===== config.mk =====
export PLATFORM = sky130hd
export DESIGN_NAME = biriscv_mul_wb_tracker_flat
export DESIGN_NICKNAME = d
export VERILOG_FILES = /design/src/rtl/biriscv_mul_wb_tracker_if.sv /design/src/rtl/biriscv_mul_wb_tracker.sv /design/src/flat_wrapper.sv
export SDC_FILE = /design/constraint.sdc
export NUM_CORES = 1
export LEC_CHECK = 0
export BUFFER_PORTS_ARGS = -buffer_cell sky130_fd_sc_hd__buf_2
export CORE_MARGIN = 5
export CORE_UTILIZATION = 63
export CTS_CLUSTER_DIAMETER = 50
export DETAILED_ROUTE_END_ITERATION = 16
export PLACE_DENSITY = 0.85
export SLEW_MARGIN = 20
export SYNTH_ARGS = -nofsm -noshare
export SYNTH_HDL_FRONTEND = slang
export SYNTH_SLANG_ARGS = --single-unit
export TNS_END_PERCENT = 10

===== constraint.sdc =====
create_clock -name clk_i -period 6.2 [get_ports clk_i]
set_input_delay 1.24 -clock clk_i [delete_from_list [all_inputs] [get_ports clk_i]]
set_output_delay 1.24 -clock clk_i [all_outputs]
set_load 0.03 [all_outputs]

===== src/rtl/biriscv_mul_wb_tracker_if.sv =====
// Handshake bundle between the multiply issue stage, the multiplier writeback
// and the register-file writeback arbiter for the multiply result tracker.
interface biriscv_mul_wb_tracker_if;
  logic        issue_valid_i;
  logic        issue_mul_i;
  logic [4:0]  issue_rd_idx_i;
  logic [31:0] issue_pc_i;
  logic        hold_i;
  logic        flush_i;
  logic [31:0] mul_value_i;
  logic        wb_ready_i;
  logic        wb_valid_o;
  logic [4:0]  wb_rd_idx_o;
  logic [31:0] wb_pc_o;
  logic [31:0] wb_value_o;
  logic [31:0] pending_rd_mask_o;
  logic        stall_o;

  // Pipeline / arbiter side: drives issue, hold, flush, value and ready.
  modport master (
    output issue_valid_i, issue_mul_i, issue_rd_idx_i, issue_pc_i,
    output hold_i, flush_i, mul_value_i, wb_ready_i,
    input  wb_valid_o, wb_rd_idx_o, wb_pc_o, wb_value_o,
    input  pending_rd_mask_o, stall_o
  );

  // Tracker side.
  modport slave (
    input  issue_valid_i, issue_mul_i, issue_rd_idx_i, issue_pc_i,
    input  hold_i, flush_i, mul_value_i, wb_ready_i,
    output wb_valid_o, wb_rd_idx_o, wb_pc_o, wb_value_o,
    output pending_rd_mask_o, stall_o
  );
endinterface


===== src/rtl/biriscv_mul_wb_tracker.sv =====
// Tags each issued multiply through the multiplier stages, pairs it with the
// final-stage result, and buffers completed results for register writeback.
module biriscv_mul_wb_tracker #(
  parameter int MULT_STAGES   = 2,
  parameter int WB_FIFO_DEPTH = 4
) (
  input  logic                        clk_i,
  input  logic                        rst_i,
  biriscv_mul_wb_tracker_if.slave     bus
);

  localparam int PTR_W = $clog2(WB_FIFO_DEPTH);
  localparam int CNT_W = $clog2(WB_FIFO_DEPTH + 1);
  localparam int LAST  = MULT_STAGES - 1;

  typedef struct packed {
    logic [4:0]  rd;
    logic [31:0] pc;
  } tag_t;

  typedef struct packed {
    logic [4:0]  rd;
    logic [31:0] pc;
    logic [31:0] value;
  } entry_t;

  logic [MULT_STAGES-1:0] tag_valid_q;
  tag_t                   tag_q [MULT_STAGES];
  entry_t                 fifo_mem_q [WB_FIFO_DEPTH];
  logic [PTR_W-1:0]       wr_ptr_q;
  logic [PTR_W-1:0]       rd_ptr_q;
  logic [CNT_W-1:0]       fifo_count_q;

  logic accept;
  logic push;
  logic pop;

  assign accept = bus.issue_valid_i & bus.issue_mul_i & ~bus.hold_i & ~bus.flush_i;
  // The tag leaves the final stage on the capture edge, so a hold never re-captures it.
  assign push   = tag_valid_q[LAST] & ~bus.hold_i & ~bus.flush_i;
  assign pop    = (fifo_count_q != '0) & bus.wb_ready_i;

  // NOTE: sequential state uses non-blocking assignments so every flop samples pre-edge values.
  always_ff @(posedge clk_i) begin
    if (rst_i) begin
      tag_valid_q <= '0;
    end else if (bus.flush_i) begin
      tag_valid_q <= '0;
    end else if (!bus.hold_i) begin
      tag_valid_q <= {tag_valid_q[MULT_STAGES-2:0], accept};
    end
  end

  // NOTE: tag payloads and FIFO storage carry no reset; they are only observed behind a valid bit or the count.
  always_ff @(posedge clk_i) begin
    if (!bus.hold_i) begin
      tag_q[0] <= '{rd: bus.issue_rd_idx_i, pc: bus.issue_pc_i};
      for (int i = 1; i < MULT_STAGES; i++) begin
        tag_q[i] <= tag_q[i-1];
      end
    end
  end

  always_ff @(posedge clk_i) begin
    if (push) begin
      fifo_mem_q[wr_ptr_q] <= '{rd: tag_q[LAST].rd, pc: tag_q[LAST].pc, value: bus.mul_value_i};
    end
  end

  always_ff @(posedge clk_i) begin
    if (rst_i) begin
      wr_ptr_q     <= '0;
      rd_ptr_q     <= '0;
      fifo_count_q <= '0;
    end else begin
      if (push) wr_ptr_q <= wr_ptr_q + PTR_W'(1);
      if (pop)  rd_ptr_q <= rd_ptr_q + PTR_W'(1);
      case ({push, pop})
        2'b10:   fifo_count_q <= fifo_count_q + CNT_W'(1);
        2'b01:   fifo_count_q <= fifo_count_q - CNT_W'(1);
        default: fifo_count_q <= fifo_count_q;
      endcase
    end
  end

  // Head fields read storage directly and are zeroed while empty so reset shows all-zero outputs.
  entry_t head;
  assign head               = fifo_mem_q[rd_ptr_q];
  assign bus.wb_valid_o     = (fifo_count_q != '0);
  assign bus.wb_rd_idx_o    = bus.wb_valid_o ? head.rd    : '0;
  assign bus.wb_pc_o        = bus.wb_valid_o ? head.pc    : '0;
  assign bus.wb_value_o     = bus.wb_valid_o ? head.value : '0;

  logic [CNT_W:0]   occupancy;
  logic [PTR_W-1:0] offset;
  logic [31:0]      mask;

  // NOTE: every always_comb output gets a default first so no path can infer a latch.
  always_comb begin
    occupancy = {1'b0, fifo_count_q};
    for (int i = 0; i < MULT_STAGES; i++) begin
      occupancy = occupancy + (CNT_W+1)'(tag_valid_q[i]);
    end
  end

  // Credits: in-flight tags already own a FIFO slot, so stall before they could overrun it.
  assign bus.stall_o = (occupancy >= (CNT_W+1)'(WB_FIFO_DEPTH));

  always_comb begin
    mask   = '0;
    offset = '0;
    for (int i = 0; i < MULT_STAGES; i++) begin
      if (tag_valid_q[i]) mask[tag_q[i].rd] = 1'b1;
    end
    for (int i = 0; i < WB_FIFO_DEPTH; i++) begin
      offset = PTR_W'(i) - rd_ptr_q;
      if (CNT_W'(offset) < fifo_count_q) mask[fifo_mem_q[i].rd] = 1'b1;
    end
    mask[0] = 1'b0;
  end

  assign bus.pending_rd_mask_o = mask;

endmodule


===== src/flat_wrapper.sv =====
// flat-port wrapper written by rule: the top's interface ports become plain ports
module biriscv_mul_wb_tracker_flat 
#(
  parameter int MULT_STAGES   = 2,
  parameter int WB_FIFO_DEPTH = 4
)
  (clk_i, rst_i, bus_issue_valid_i, bus_issue_mul_i, bus_issue_rd_idx_i, bus_issue_pc_i, bus_hold_i, bus_flush_i, bus_mul_value_i, bus_wb_ready_i, bus_wb_valid_o, bus_wb_rd_idx_o, bus_wb_pc_o, bus_wb_value_o, bus_pending_rd_mask_o, bus_stall_o);
  biriscv_mul_wb_tracker_if bus_i ();
  input  logic clk_i;
  input  logic rst_i;
  input wire logic [$bits(bus_i.issue_valid_i)-1:0] bus_issue_valid_i;
  input wire logic [$bits(bus_i.issue_mul_i)-1:0] bus_issue_mul_i;
  input wire logic [$bits(bus_i.issue_rd_idx_i)-1:0] bus_issue_rd_idx_i;
  input wire logic [$bits(bus_i.issue_pc_i)-1:0] bus_issue_pc_i;
  input wire logic [$bits(bus_i.hold_i)-1:0] bus_hold_i;
  input wire logic [$bits(bus_i.flush_i)-1:0] bus_flush_i;
  input wire logic [$bits(bus_i.mul_value_i)-1:0] bus_mul_value_i;
  input wire logic [$bits(bus_i.wb_ready_i)-1:0] bus_wb_ready_i;
  output wire logic [$bits(bus_i.wb_valid_o)-1:0] bus_wb_valid_o;
  output wire logic [$bits(bus_i.wb_rd_idx_o)-1:0] bus_wb_rd_idx_o;
  output wire logic [$bits(bus_i.wb_pc_o)-1:0] bus_wb_pc_o;
  output wire logic [$bits(bus_i.wb_value_o)-1:0] bus_wb_value_o;
  output wire logic [$bits(bus_i.pending_rd_mask_o)-1:0] bus_pending_rd_mask_o;
  output wire logic [$bits(bus_i.stall_o)-1:0] bus_stall_o;
  assign bus_i.issue_valid_i = bus_issue_valid_i;
  assign bus_i.issue_mul_i = bus_issue_mul_i;
  assign bus_i.issue_rd_idx_i = bus_issue_rd_idx_i;
  assign bus_i.issue_pc_i = bus_issue_pc_i;
  assign bus_i.hold_i = bus_hold_i;
  assign bus_i.flush_i = bus_flush_i;
  assign bus_i.mul_value_i = bus_mul_value_i;
  assign bus_i.wb_ready_i = bus_wb_ready_i;
  assign bus_wb_valid_o = bus_i.wb_valid_o;
  assign bus_wb_rd_idx_o = bus_i.wb_rd_idx_o;
  assign bus_wb_pc_o = bus_i.wb_pc_o;
  assign bus_wb_value_o = bus_i.wb_value_o;
  assign bus_pending_rd_mask_o = bus_i.pending_rd_mask_o;
  assign bus_stall_o = bus_i.stall_o;
  biriscv_mul_wb_tracker #(.MULT_STAGES(MULT_STAGES), .WB_FIFO_DEPTH(WB_FIFO_DEPTH)) u_core (.clk_i(clk_i), .rst_i(rst_i), .bus(bus_i));
endmodule

== Word level (Yosys, flattened, before mapping) ==
Memory sizes are Yosys's and may differ from the RTL's. A register that Yosys moved wholly into a read port is not among the register bits.
Cells that the tools add are included.

* Logic and storage cells: 84
* Register bits: 9
* Memories kept: 2
* Output and inout port bits: 103
* RAM bits: 350

{| class="wikitable"
|+ Memory list
! name !! depth !! bits a word !! read ports !! clocked after Yosys merged registers in !! write ports !! RTL line !! RTL
|-
| u_core.fifo_mem_q || 4 || 69 || 5 || 1 || 1 || biriscv_mul_wb_tracker.sv:29 || <nowiki>entry_t fifo_mem_q [WB_FIFO_DEPTH];</nowiki>
|-
| u_core.tag_q || 2 || 37 || 2 || 0 || 2 || biriscv_mul_wb_tracker.sv:28 || <nowiki>tag_t tag_q [MULT_STAGES];</nowiki>
|}

* Eq/ne operators: 2
* Mux-type cells: 27
* Reductions and logical operators: 9
* Order comparisons: 17
* Bitwise logic cells: 13
* $add $sub $neg: 10

{| class="wikitable"
|+ Operators by type and width
! kind !! number
|-
| 32-bit two-way mux || 8
|-
| 32-bit OR || 5
|-
| 5-bit by 6-bit less-than comparator with 1-bit output, second input constant || 6
|-
| 1-bit demux with 5-bit select || 6
|-
| 5-bit by 1-bit >= comparator with 1-bit output, second input constant || 6
|-
| 2-bit by 3-bit less-than comparator with 1-bit output || 4
|-
| 1-bit two-way mux || 9
|-
| 1-bit bitwise AND || 6
|-
| 1-bit logical AND || 6
|-
| 3-bit one-hot mux with 2 select lines || 1
|-
| 5-bit two-way mux || 1
|-
| 2-bit by 1-bit adder with 2-bit output, second input constant || 2
|-
| 3-bit by 1-bit adder with 4-bit output || 1
|-
| 4-bit by 1-bit adder with 4-bit output || 1
|-
| 4-bit by 3-bit >= comparator with 1-bit output, second input constant || 1
|-
| 2-bit two-way mux || 2
|-
| 1-bit by 2-bit subtractor with 2-bit output, first input constant || 2
|-
| 2-bit subtractor, first input constant || 2
|-
| 3-bit by 1-bit adder with 3-bit output, second input constant || 1
|-
| 3-bit nonzero test || 1
|-
| 3-bit by 1-bit subtractor with 3-bit output, second input constant || 1
|-
| 2-bit by 1-bit equality test with 1-bit output, second input constant || 1
|-
| 2-bit equality test, second input constant || 1
|-
| 1-bit inverter || 2
|-
| other kinds (2) || 2
|}

== Longest topological paths before layout ==
An unclocked memory read counts as a cell.

* Depth in word-level cells: 16
* Gate-level depth with buffers: 10
* Mapped depth without buffers: 8

== Worst setup path before layout ==
Ideal clock, no wire load.

* Path kind: input-to-reg
* Start: in bus_flush_i
* End: mem u_core.fifo_mem_q[0][0] (netlist name) (enable)
* Stages: 2
* Library setup time: 0.435 ns
* Setup slack: 2.500 ns
* Data arrival time: 3.266 ns
* Data required time: 5.765 ns
* Buffers on the path: 0
* Cells stage by stage: nor3b_2 and2_1

* Longest elaborated chain between the ends: 4

{| class="wikitable"
|+ Ends and longest elaborated chain
! item !! RTL line !! RTL
|-
| from (decl) || flat_wrapper.sv:16 || <nowiki>input wire logic [$bits(bus_i.flush_i)-1:0] bus_flush_i;</nowiki>
|-
| 1-bit inverter || biriscv_mul_wb_tracker.sv:40 || <nowiki>assign push = tag_valid_q[LAST] & ~bus.hold_i & ~bus.flush_i;</nowiki>
|-
| 1-bit bitwise AND || biriscv_mul_wb_tracker.sv:40 ||
|-
| 1-bit two-way mux || biriscv_mul_wb_tracker.sv:65 || <nowiki>if (push) begin</nowiki>
|-
| 1-bit two-way mux (implied by the code) || biriscv_mul_wb_tracker.sv:66 || <nowiki>fifo_mem_q[wr_ptr_q] <= '{rd: tag_q[LAST].rd, pc: tag_q[LAST].pc, value: bus.mul_value_i};</nowiki>
|-
| to (decl) || biriscv_mul_wb_tracker.sv:29 ||
|}

No other way between the ends.

== Worst setup path after layout ==
* Start: reg u_core.rd_ptr_q[0]
* End: out bus_pending_rd_mask_o[10]

* Longest elaborated chain between the ends: 9
* Elaborated cells between the ends (all ways): 15
* Classes of those cells: 4 x add/sub; 4 x order compare; 4 x mux; 3 x bitwise

{| class="wikitable"
|+ Ends and longest elaborated chain
! item !! RTL line !! RTL
|-
| from (decl) || biriscv_mul_wb_tracker.sv:31 || <nowiki>logic [PTR_W-1:0] rd_ptr_q;</nowiki>
|-
| from (signal assigned) || biriscv_mul_wb_tracker.sv:77 || <nowiki>if (pop) rd_ptr_q <= rd_ptr_q + PTR_W'(1);</nowiki>
|-
| 1-bit by 2-bit subtractor with 2-bit output || biriscv_mul_wb_tracker.sv:116 || <nowiki>offset = PTR_W'(i) - rd_ptr_q;</nowiki>
|-
| 2-bit by 3-bit less-than comparator with 1-bit output || biriscv_mul_wb_tracker.sv:117 || <nowiki>if (CNT_W'(offset) < fifo_count_q) mask[fifo_mem_q[i].rd] = 1'b1;</nowiki>
|-
| 32-bit two-way mux || biriscv_mul_wb_tracker.sv:117 ||
|-
| 32-bit OR (no source line) || -- ||
|-
| 32-bit two-way mux || biriscv_mul_wb_tracker.sv:117 ||
|-
| 32-bit OR (no source line) || -- ||
|-
| 32-bit two-way mux || biriscv_mul_wb_tracker.sv:117 ||
|-
| 32-bit OR (no source line) || -- ||
|-
| 32-bit two-way mux * || biriscv_mul_wb_tracker.sv:117 ||
|-
| to (decl) || flat_wrapper.sv:23 || <nowiki>output wire logic [$bits(bus_i.pending_rd_mask_o)-1:0] bus_pending_rd_mask_o;</nowiki>
|}

Mark *: on every way between the ends. The rest lies on a longest branch, timed or not.

==> run summary <==
status = completed
worst slew pin tran = 1.11 ns
relative slew slack = 0.260
Critical Path Sink Type = primary output
layout cells sized above 1 = 0.314
Core Region = 23,500 sq um
critical path peak fanout = 8
drc violations = 0
IR Drop Worst-Case VDD = 268 uV
NetSw = 1.01 mW
Clock Skews = 0.0162 ns
post-CTS sizing = 0
cells after synthesis = 867
EDFF count, synth = 350
CP startpoint = u_core.rd_ptr_q[0]
# port buffers = 177
clock share of power = 0.431
die height = 165 um
initial core utilization = 0.641
I/O pin cnt = 179
part of the power in registers = 0.555
Slew Viols, Final = 0
CTS buffer count = 38
RR Startpoint = u_core.fifo_count_q[2]
sequential fraction of the synthesis area = 0.713
top_reg_cell synth = edfxtp_1
combinational share of power = 0.014
most frequent cells in the layout = 350 x edfxtp_1, 177 x buf_2, 72 x and2_1
Hold Path Class = reg2reg
largest net degree at the start of global routing = 70
Avg Cell Area, Syn = 17.4 sq um
max-cap viol count = 0
synth unique cells = 57
switching share of power = 0.204
WP data required = 4.96 ns
Detailed Route WL = 34.7 mm
Startpoint Class = register
PwrDens = 286 nW/um^2
GRT overflow = 0
final setup fails = 0
Die X = 165 um
GPL Wtd Cong = 1.05
worst setup path class = reg2out
ys async rst share = 0
post-DP HPWL = 20.9 mm
clk slew on worst S/H paths = 0.06 ns
via count of the routed design = 8,633
row cnt = 56
Pre-antenna DRT Iters = 8
worst-skew pair later-pin latency = 0.53 ns
Layout Nets = 1,129
TNS Setup = 0 ns
Clock Tree Buf Depth = 3
CTS sink count = 361
total power = 4.96 mW
ANT cells = 0
min-delay src = u_core.tag_q[0][4]
# H-tree levels = 2
initial antenna violation count = 2
Synth Net Count = 954
first-pass GRT wire length = 53.6 mm
Worst EP arrival = 2.91 ns
CTS tree = yes
Min Clock Period, post-route = 4.15 ns
Die ar. = 27,100 sq um
drt via density = 6.22
synthesis-to-layout area growth = 15.2%
ANT nets after route = 0
RSZ-0062 raised after global routing = no
fin crit share = 0.670
post-synthesis register bit count = 361
LEAKAGE = 6.03 nW
Syn Std Cell Area = 15,100 sq um
drt initial violations = 1,035
CTS root buf = clkbuf_16
final hold vios = 0
cell-internal power = 3.95 mW
Max Fclk = 241 MHz
number of global-route vias before repair = 8,979
All-Layer GR Usage = 0.263
commonest non-fill, non-tap cell in the layout = edfxtp_1
R2R Setup Slk = 3.57 ns
WL per Instance = 25.0 um
Ys Warns = 0
post-CTS setup buffer count = 0
filler instances = 1,410
Hold Buf Count CTS = 0
worst max-delay path: stages, from the launching register on:
cell and delay [ns]:
dfxtp_1 0.51, xor2_1 0.23, inv_1 0.06, ha_1 0.20, a211o_1 0.31, a31oi_2 0.46
a222oi_1 0.24, nand3_1 0.17, buf_2 0.22
flip-flops by register name, summed over array words and instances, names as in the netlist, named ones only:
register / count
u_core.tag_valid_q: 2
u_core.fifo_count_q: 3
u_core.rd_ptr_q: 2
u_core.fifo_mem_q: 276
u_core.wr_ptr_q: 2
u_core.tag_q: 74
path summary, 6_finish.rpt:
check	endpoint	cells after the start
setup / recovery	bus_pending_rd_mask_o[10]	8
hold / removal	u_core.tag_q[0][41]	0
setup reg to reg	u_core.fifo_count_q[2]	8
hold reg to reg	u_core.tag_q[0][41]	0
through the flow:
stage	hold WS (ns)	setup slack [ns]	utilization	instance area, sq um	instances
CTS	0.422	2.06	0.739	17300	1389
floorplan	0.400	2.50	-	15100	867
global placement	0.401	2.66	0.689	16200	1321
detailed placement	0.405	2.62	0.689	16200	1321
finish	0.424	2.05	0.739	17300	1389
global route	0.433	1.88	0.739	17300	1389
area by class of cell:
class	instances	area (sq um)	area share
Tap cell	319	399	0.0230
Sequential cell	361	10700	0.619
Multi-Input combinational cell	436	4020	0.232
Clock inverter	25	204	0.0118
Timing Repair Buffer	181	916	0.0528
Clock buffer	43	980	0.0565
Inverter	24	91.3	0.00527
power groups by stage:
stage / Combinational, mW / Sequential, mW / Clock, mW
after floorplan: 0.0283 / 2.79 / 0
after global placement: 0.0679 / 2.80 / 0
after detailed placement: 0.0705 / 2.80 / 0
after CTS: 0.0711 / 2.75 / 2.16
after global routing: 0.0778 / 2.75 / 2.28
final: 0.0717 / 2.75 / 2.14
kinds of logic after synthesis:
logic type,Yosys count,share of synthesized area
buffers and inverters,70,0.0209
DFF,361,0.713
other,1,0.000249
adders and majority gates,11,0.00964
and+or+nand+nor,245,0.0953
xor gates and xnor gates,6,0.00349
muxes,70,0.104
AOI/OAI and AO/OA,103,0.0536
Yosys cell counts (2+ instances only):
| library cell | n | area share |
|---|---|---|
| ha_1 | 10 | 0.0083 |
| nor3b_1 | 6 | 0.0030 |
| o211ai_1 | 17 | 0.0085 |
| xor2_1 | 3 | 0.0017 |
| nand3b_1 | 3 | 0.0015 |
| and2_1 | 76 | 0.032 |
| a222oi_1 | 23 | 0.015 |
| buf_6 | 4 | 0.0030 |
| dfxtp_1 | 11 | 0.015 |
| buf_1 | 6 | 0.0015 |
| a21oi_1 | 13 | 0.0043 |
| edfxtp_1 | 350 | 0.70 |
| and2_4 | 2 | 0.0012 |
| nor2b_1 | 15 | 0.0062 |
| and3b_1 | 4 | 0.0023 |
| or3b_2 | 2 | 0.0012 |
| xnor2_1 | 3 | 0.0017 |
| and3_1 | 3 | 0.0012 |
| a22oi_1 | 23 | 0.011 |
| nand2_1 | 21 | 0.0052 |
| nor4_1 | 2 | 0.00083 |
| buf_2 | 11 | 0.0037 |
| nand3_1 | 11 | 0.0037 |
| nand2b_1 | 17 | 0.0071 |
| or3_1 | 10 | 0.0042 |
| nor2_1 | 43 | 0.011 |
| o31ai_1 | 2 | 0.0010 |
| nor3_1 | 19 | 0.0063 |
| o21ai_0 | 11 | 0.0037 |
| clkbuf_1 | 22 | 0.0055 |
| buf_4 | 2 | 0.0010 |
| o22ai_1 | 3 | 0.0012 |
| o21ai_1 | 2 | 0.00067 |
| nor3b_2 | 3 | 0.0025 |
| mux4_2 | 69 | 0.10 |
| inv_1 | 23 | 0.0057 |
| a21oi_2 | 2 | 0.0012 |
layer usage:
| layer | up-vias | wire length (um) | GRT usage |
|---|---|---|---|
| li1 | 3800 | - | - |
| met1 | 4332 | 13400 | 0.363 |
| met2 | 442 | 17500 | 0.445 |
| met3 | 55 | 3030 | 0.0519 |
| met4 | 4 | 633 | 0.0575 |
| met5 | - | 21 | 0 |
(Power assumes the default switching activity.)
